[config.mk]
export PLATFORM = sky130hd
export DESIGN_NAME = wgt_feeder
export DESIGN_NICKNAME = d
export VERILOG_FILES = /design/src/rtl/wgt_feeder.sv
export SDC_FILE = /design/constraint.sdc
export NUM_CORES = 1
export LEC_CHECK = 0
export ABC_AREA = 1
export ABC_CLOCK_PERIOD_IN_PS = 11200
export CAP_MARGIN = 20
export CORE_MARGIN = 2
export CORE_UTILIZATION = 54
export CTS_BUF_LIST = sky130_fd_sc_hd__clkbuf_4 sky130_fd_sc_hd__clkbuf_8 sky130_fd_sc_hd__clkbuf_16
export CTS_CLUSTER_SIZE = 30
export DETAILED_ROUTE_END_ITERATION = 10
export PLACE_DENSITY_LB_ADDON = 0.12
export SYNTH_ARGS = -nofsm -noshare
export SYNTH_HDL_FRONTEND = slang
export SYNTH_SLANG_ARGS = --single-unit
[constraint.sdc]
create_clock -name clk -period 11.2 [get_ports clk]
set_input_delay 3.36 -clock clk [delete_from_list [all_inputs] [get_ports clk]]
set_output_delay 3.36 -clock clk [all_outputs]
set_load 0.02 [all_outputs]
[src/rtl/wgt_feeder.sv]
// ---------------------------------------------------------------------------
// wgt_feeder
//   Streams NUM_WGT signed weights from a synchronous weight memory into the
//   weight buffer. Each start command captures a base address. The block then
//   issues reads at base_addr + n. A 2-entry FIFO absorbs the one-cycle memory
//   latency and the stall back-pressure, so the stream keeps one weight per
//   cycle when stall is low and can never overflow when stall is high.
// ---------------------------------------------------------------------------
module wgt_feeder #(
    parameter int NUM_WGT = 4,   // weights per start command, 1..255
    parameter int ADDR_W  = 10   // weight-memory address width
) (
    input  logic                     clk,
    input  logic                     rst_n,
    input  logic                     stall,
    input  logic                     start,
    input  logic        [ADDR_W-1:0] base_addr,
    output logic                     mem_ren,
    output logic        [ADDR_W-1:0] mem_addr,
    input  logic signed [7:0]        mem_rdata,
    output logic                     wgt_read,
    output logic signed [7:0]        wgt_input,
    output logic                     busy,
    output logic                     done
);

    // Counters must hold the value NUM_WGT itself. The issue counter stops there.
    localparam int                 CNT_W    = $clog2(NUM_WGT + 1);
    localparam logic [CNT_W-1:0]   NUM_C    = CNT_W'(NUM_WGT);
    localparam logic [CNT_W-1:0]   LAST_C   = CNT_W'(NUM_WGT - 1);

    typedef enum logic [1:0] {
        S_IDLE = 2'd0,
        S_RUN  = 2'd1,
        S_DONE = 2'd2
    } state_e;

    state_e                  state_q,       state_d;
    logic       [ADDR_W-1:0] base_q,        base_d;
    logic       [CNT_W-1:0]  issue_cnt_q,   issue_cnt_d;
    logic       [CNT_W-1:0]  consume_cnt_q, consume_cnt_d;
    logic                    inflight_q;

    // Output FIFO: two entries with a read and a write pointer, plus an occupancy count.
    logic signed [7:0]       fifo_mem_q [2];
    logic                    wr_ptr_q,      wr_ptr_d;
    logic                    rd_ptr_q,      rd_ptr_d;
    logic        [1:0]       fifo_cnt_q,    fifo_cnt_d;

    logic                    push;
    logic                    pop;
    logic        [2:0]       occ_after;

    // FIFO handshake terms. The weight buffer shifts exactly when pop is high.
    always_comb begin
        push      = inflight_q;
        pop       = (fifo_cnt_q != 2'd0) && !stall;
        // pop implies fifo_cnt_q >= 1, so this never underflows
        occ_after = {1'b0, fifo_cnt_q} + {2'b00, inflight_q} - {2'b00, pop};
    end

    // Read issue. A read goes out only if the FIFO still has a free entry
    // when the data returns.
    always_comb begin
        mem_ren  = (state_q == S_RUN) && (issue_cnt_q < NUM_C) && (occ_after < 3'd2);
        mem_addr = base_q + ADDR_W'(issue_cnt_q);
    end

    // FIFO-facing outputs: the FIFO head is presented whenever the FIFO holds data.
    always_comb begin
        wgt_read  = (fifo_cnt_q != 2'd0);
        wgt_input = fifo_mem_q[rd_ptr_q];
    end

    // FSM next-state and status outputs.
    always_comb begin
        // NOTE: every signal assigned here gets a default first; otherwise a
        // path that skips an assignment would infer a latch.
        state_d = state_q;
        busy    = (state_q != S_IDLE);
        done    = (state_q == S_DONE);
        case (state_q)
            S_IDLE: if (start) state_d = S_RUN;
            S_RUN:  if (pop && (consume_cnt_q == LAST_C)) state_d = S_DONE;
            S_DONE: state_d = S_IDLE;   // one cycle only, stall has no effect
            default: state_d = S_IDLE;
        endcase
    end

    // Next-state logic for the base address and the counters. An accepted
    // start resets both counters.
    always_comb begin
        base_d        = base_q;
        issue_cnt_d   = issue_cnt_q;
        consume_cnt_d = consume_cnt_q;
        if ((state_q == S_IDLE) && start) begin
            base_d        = base_addr;
            issue_cnt_d   = '0;
            consume_cnt_d = '0;
        end else begin
            if (mem_ren) issue_cnt_d   = issue_cnt_q + 1'b1;
            if (pop)     consume_cnt_d = consume_cnt_q + 1'b1;
        end
    end

    // Next-state logic for the FIFO pointers and occupancy.
    always_comb begin
        wr_ptr_d   = wr_ptr_q ^ push;
        rd_ptr_d   = rd_ptr_q ^ pop;
        fifo_cnt_d = fifo_cnt_q + {1'b0, push} - {1'b0, pop};
    end

    // State, counters and in-flight flag.
    always_ff @(posedge clk or negedge rst_n) begin
        // NOTE: sequential state uses non-blocking assignments. All registers
        // then update together at the edge, whatever order the statements run in.
        if (!rst_n) begin
            state_q       <= S_IDLE;
            base_q        <= '0;
            issue_cnt_q   <= '0;
            consume_cnt_q <= '0;
            inflight_q    <= 1'b0;
        end else begin
            state_q       <= state_d;
            base_q        <= base_d;
            issue_cnt_q   <= issue_cnt_d;
            consume_cnt_q <= consume_cnt_d;
            inflight_q    <= mem_ren;
        end
    end

    // FIFO storage and pointers. Returning read data is always written, even
    // when stall is high.
    always_ff @(posedge clk or negedge rst_n) begin
        if (!rst_n) begin
            // NOTE: the two FIFO entries are reset on purpose, because the head
            // entry drives wgt_input directly and that output must read 0 during reset.
            for (int i = 0; i < 2; i++) fifo_mem_q[i] <= '0;
            wr_ptr_q   <= 1'b0;
            rd_ptr_q   <= 1'b0;
            fifo_cnt_q <= 2'd0;
        end else begin
            if (push) fifo_mem_q[wr_ptr_q] <= mem_rdata;
            wr_ptr_q   <= wr_ptr_d;
            rd_ptr_q   <= rd_ptr_d;
            fifo_cnt_q <= fifo_cnt_d;
        end
    end

endmodule

==> results.tsv <==
stage	metric	value	unit
floorplan	row_count	22	
placement	dpl.cell_count	315	
global_routing	antenna_found_initial	0	
yosys	ys_seq_elements	39	
routing	ant_nets	0	
sta	tightest_slew	0.8308	ns
setup_path	start_kind	primary input	
sta	fmax	106.9	MHz
placement	placed_cell_area	0.002476	sq mm
run_status	status	finished clean	
routing	wl	3719	um
placement	portBuffers	43	
clocking	cts_max_level	2	
yosys	ys_seq_area_share	47.88	%
floorplan	die_area	0.004282	sq mm
pwr	leakage	1.291	nW
yosys	yosys_warnings	0	
clocking	clkLatencyLatePin	0.29	ns
layout	nets	308	
clocking	cts_tree	yes	
setup_path	cpMostUsedCell	inv_1	
layout	antenna_cells	0	
floorplan	io_pins	44	
sta	holdWs	0.4907	ns
global_routing	grt_usage	20.61	%
yosys	synth_area	0.002038	sq mm
sta	post-route-min-period	9.358	ns
routing	wl_per_cell	11.51	um
clocking	root_buffer	clkbuf_8	
yosys	synthDistinctLibCells	23	
yosys	synthesis.nets	265	
clocking	hold_buffers	0	
hold_path	hp-class	flop to flop	
sta	timing.slew.headroom	44.61	%
layout	area_growth	27.26	%
yosys	avgSynthCellArea	8.823	sq um
pwr	ir_worst_vdd	0.1959	mV
routing	vias	1572	
setup_path	worstPathRequired	7.84	ns
pwr	finalPower	0.7794	mW
placement	gp_congestion	0.7900	
layout	final_cell_area	0.002594	sq mm
routing	dr.pass1.iters	4	
clocking	cts_buffers	5	
clocking	cts.repair.resized	0	
floorplan	design.core.area	0.003633	sq mm
clocking	path_clk_slew	0.07	ns
routing	drtIter0Drc	75	
floorplan	die_y	65.44	um
clocking	post-cts-setup-buffers	0	
global_routing	grt_pass1_vias	1540	
pwr	power.density	300.5	mW/mm^2
setup_path	cp_slowest_stage_delay	0.60	ns
sta	setup_tns	0	ns
sta	rsz0062_at_grt	false	
global_routing	grt_max_degree	40	
sta	setup_violations	0	
global_routing	grt_pass1_wl	6596	um
floorplan	start_util	56.10	%
setup_path	critPathMaxFanout	7	
clocking	clockBufferDepth	2	
routing	via_per_inst	4.867	
layout	n_fill_cell	303	
clocking	clock-sinks	39	
yosys	ys_top_cells_by_area	dfrtp_1 (48%), nand2_1 (11%), inv_1 (7.2%)	
yosys	syn-instance-count	231	
setup_path	worstPathArrival	6.00	ns
setup_path	path_class	primary input to output port	
sta	skew	0.006674	ns
global_routing	overflow	0	
sta	post-route-period-util	83.55	%
routing	drc	0	
job	drv_cap	0	
placement	dp_hpwl	2756	um
yosys	netlist.area_leader.share	47.88	%
setup_path	critPathSlowestCell	clkdlybuf4s50_1	
layout	final_cells	323	
layout	drive_gt1_share	11.27	%
setup_path	crit_chain	clkdlybuf4s50_1, inv_1, nand2_2, inv_1, ha_1, inv_1, ha_1, fa_1, inv_1, nand2_1, nor2_2, nand2_2, clkinv_2, clkdlybuf4s50_1	
sta	finalHoldViolCount	0	
floorplan	die_x	65.44	um
yosys	yosysTopAreaCell	dfrtp_1	
sta	finalMaxSlewViolations	0	
setup_path	crit_path_end_kind	output port	
[final cells by class]
cell class | count | area [sq um] | area share [%]
Inverter | 40 | 151.4 | 5.837
Sequential cell | 39 | 975.9 | 37.63
Clock buffer | 6 | 82.58 | 3.184
Multi-Input combinational cell | 145 | 863.3 | 33.29
Clock inverter | 2 | 35.03 | 1.351
Tap cell | 48 | 60.06 | 2.315
Timing Repair Buffer | 43 | 425.4 | 16.40
[cell families after synthesis]
logic type      after synthesis  synth area share (%)
buf+inv                      47                 9.760
simple gates                 96                 21.06
xor+xnor                      5                 2.149
mux                           8                 4.420
compound gates               24                 6.629
flops                        39                 47.88
fa+ha+maj                    12                 8.103
[worst max-delay path: cells and delay by family]
family	cells	cell delay [ns]
buffers and inverters	7	1.35
adder cells (fa/ha/maj)	3	0.90
AND/OR/NAND/NOR	4	0.41
[metrics by stage]
stage	util (%)	worst slack (ns)
after floorplan	-	2.961
after global placement	68.15	1.886
after detailed placement	68.15	1.816
after CTS	71.38	1.826
after global routing	71.38	1.660
final	71.38	1.842
[synth_stat cells (all sizes together)]
cell    count
buf         7
nand4       2
xnor2       3
ha         10
nand2      63
nand3      18
inv        39
mux2        8
nand3b      2
a21oi       4
fa          2
clkinv      1
dfrtp      39
nor2       10
xor2        2
nor3        1
o21ai      20
[final timing paths]
kind | start | endpoint | slack (ns) | cells past startpoint
max reg2reg | fifo_cnt_q[1] | issue_cnt_q[0] | 8.85 | 14
min reg2reg | base_q[0] | base_q[0] | 0.49 | 2
max in group asynchronous | rst_n | fifo_cnt_q[0] | 7.51 | 1
min | base_q[0] | base_q[0] | 0.49 | 2
max | stall | mem_ren | 1.84 | 14
min in group asynchronous | rst_n | fifo_mem_q[0] | 3.16 | 1
[layer usage]
layer | up-vias | part of all wire, % | track usage, %
li1 | 807 | - | -
met4 | 0 | 1.6 | 8.333
met5 | - | 0 | 0
met1 | 721 | 45 | 26.54
met3 | 5 | 5.9 | 5.137
met2 | 39 | 47 | 33.42
[power by group]
group,switching [mW],internal [mW],leakage [nW]
Combinational,0.223,0.185,0.757
Sequential,0.0454,0.207,0.474
Clock,0.0473,0.0720,0.0612
Total,0.315,0.464,1.29
[sequential cells by signal (all words and copies together) (netlist names)]
| register | count |
|---|---|
| consume_cnt_q | 3 |
| state_q | 2 |
| base_q | 10 |
| fifo_mem_q | 16 |
| wr_ptr_q | 1 |
| issue_cnt_q | 3 |
| rd_ptr_q | 1 |
| inflight_q | 1 |
| fifo_cnt_q | 2 |
[placed cells by master, fill, tap and decap left out]
cell type        synthesis  routed
nand2_1                 60      60
clkdlybuf4s50_1          0      42
inv_1                   39      39
dfrtp_1                 39      39
o21ai_0                 19      19
nand3_1                 18      18
ha_1                    10      10
mux2_2                   8       8
clkbuf_8                 0       6
nor2_2                   5       5
nor2_1                   4       4
a21oi_2                  4       4
xnor2_1                  3       3
nand3b_1                 2       2
nand4_1                  2       2
xor2_1                   2       2
nand2_2                  2       2
clkinv_2                 1       2
fa_1                     2       2
nor2_4                   1       1
nand2_4                  1       1
nor3_1                   1       1
o21ai_1                  1       1
bufinv_16                0       1
buf_2                    5       1
Note: power is estimated with default switching activity, not from simulation.
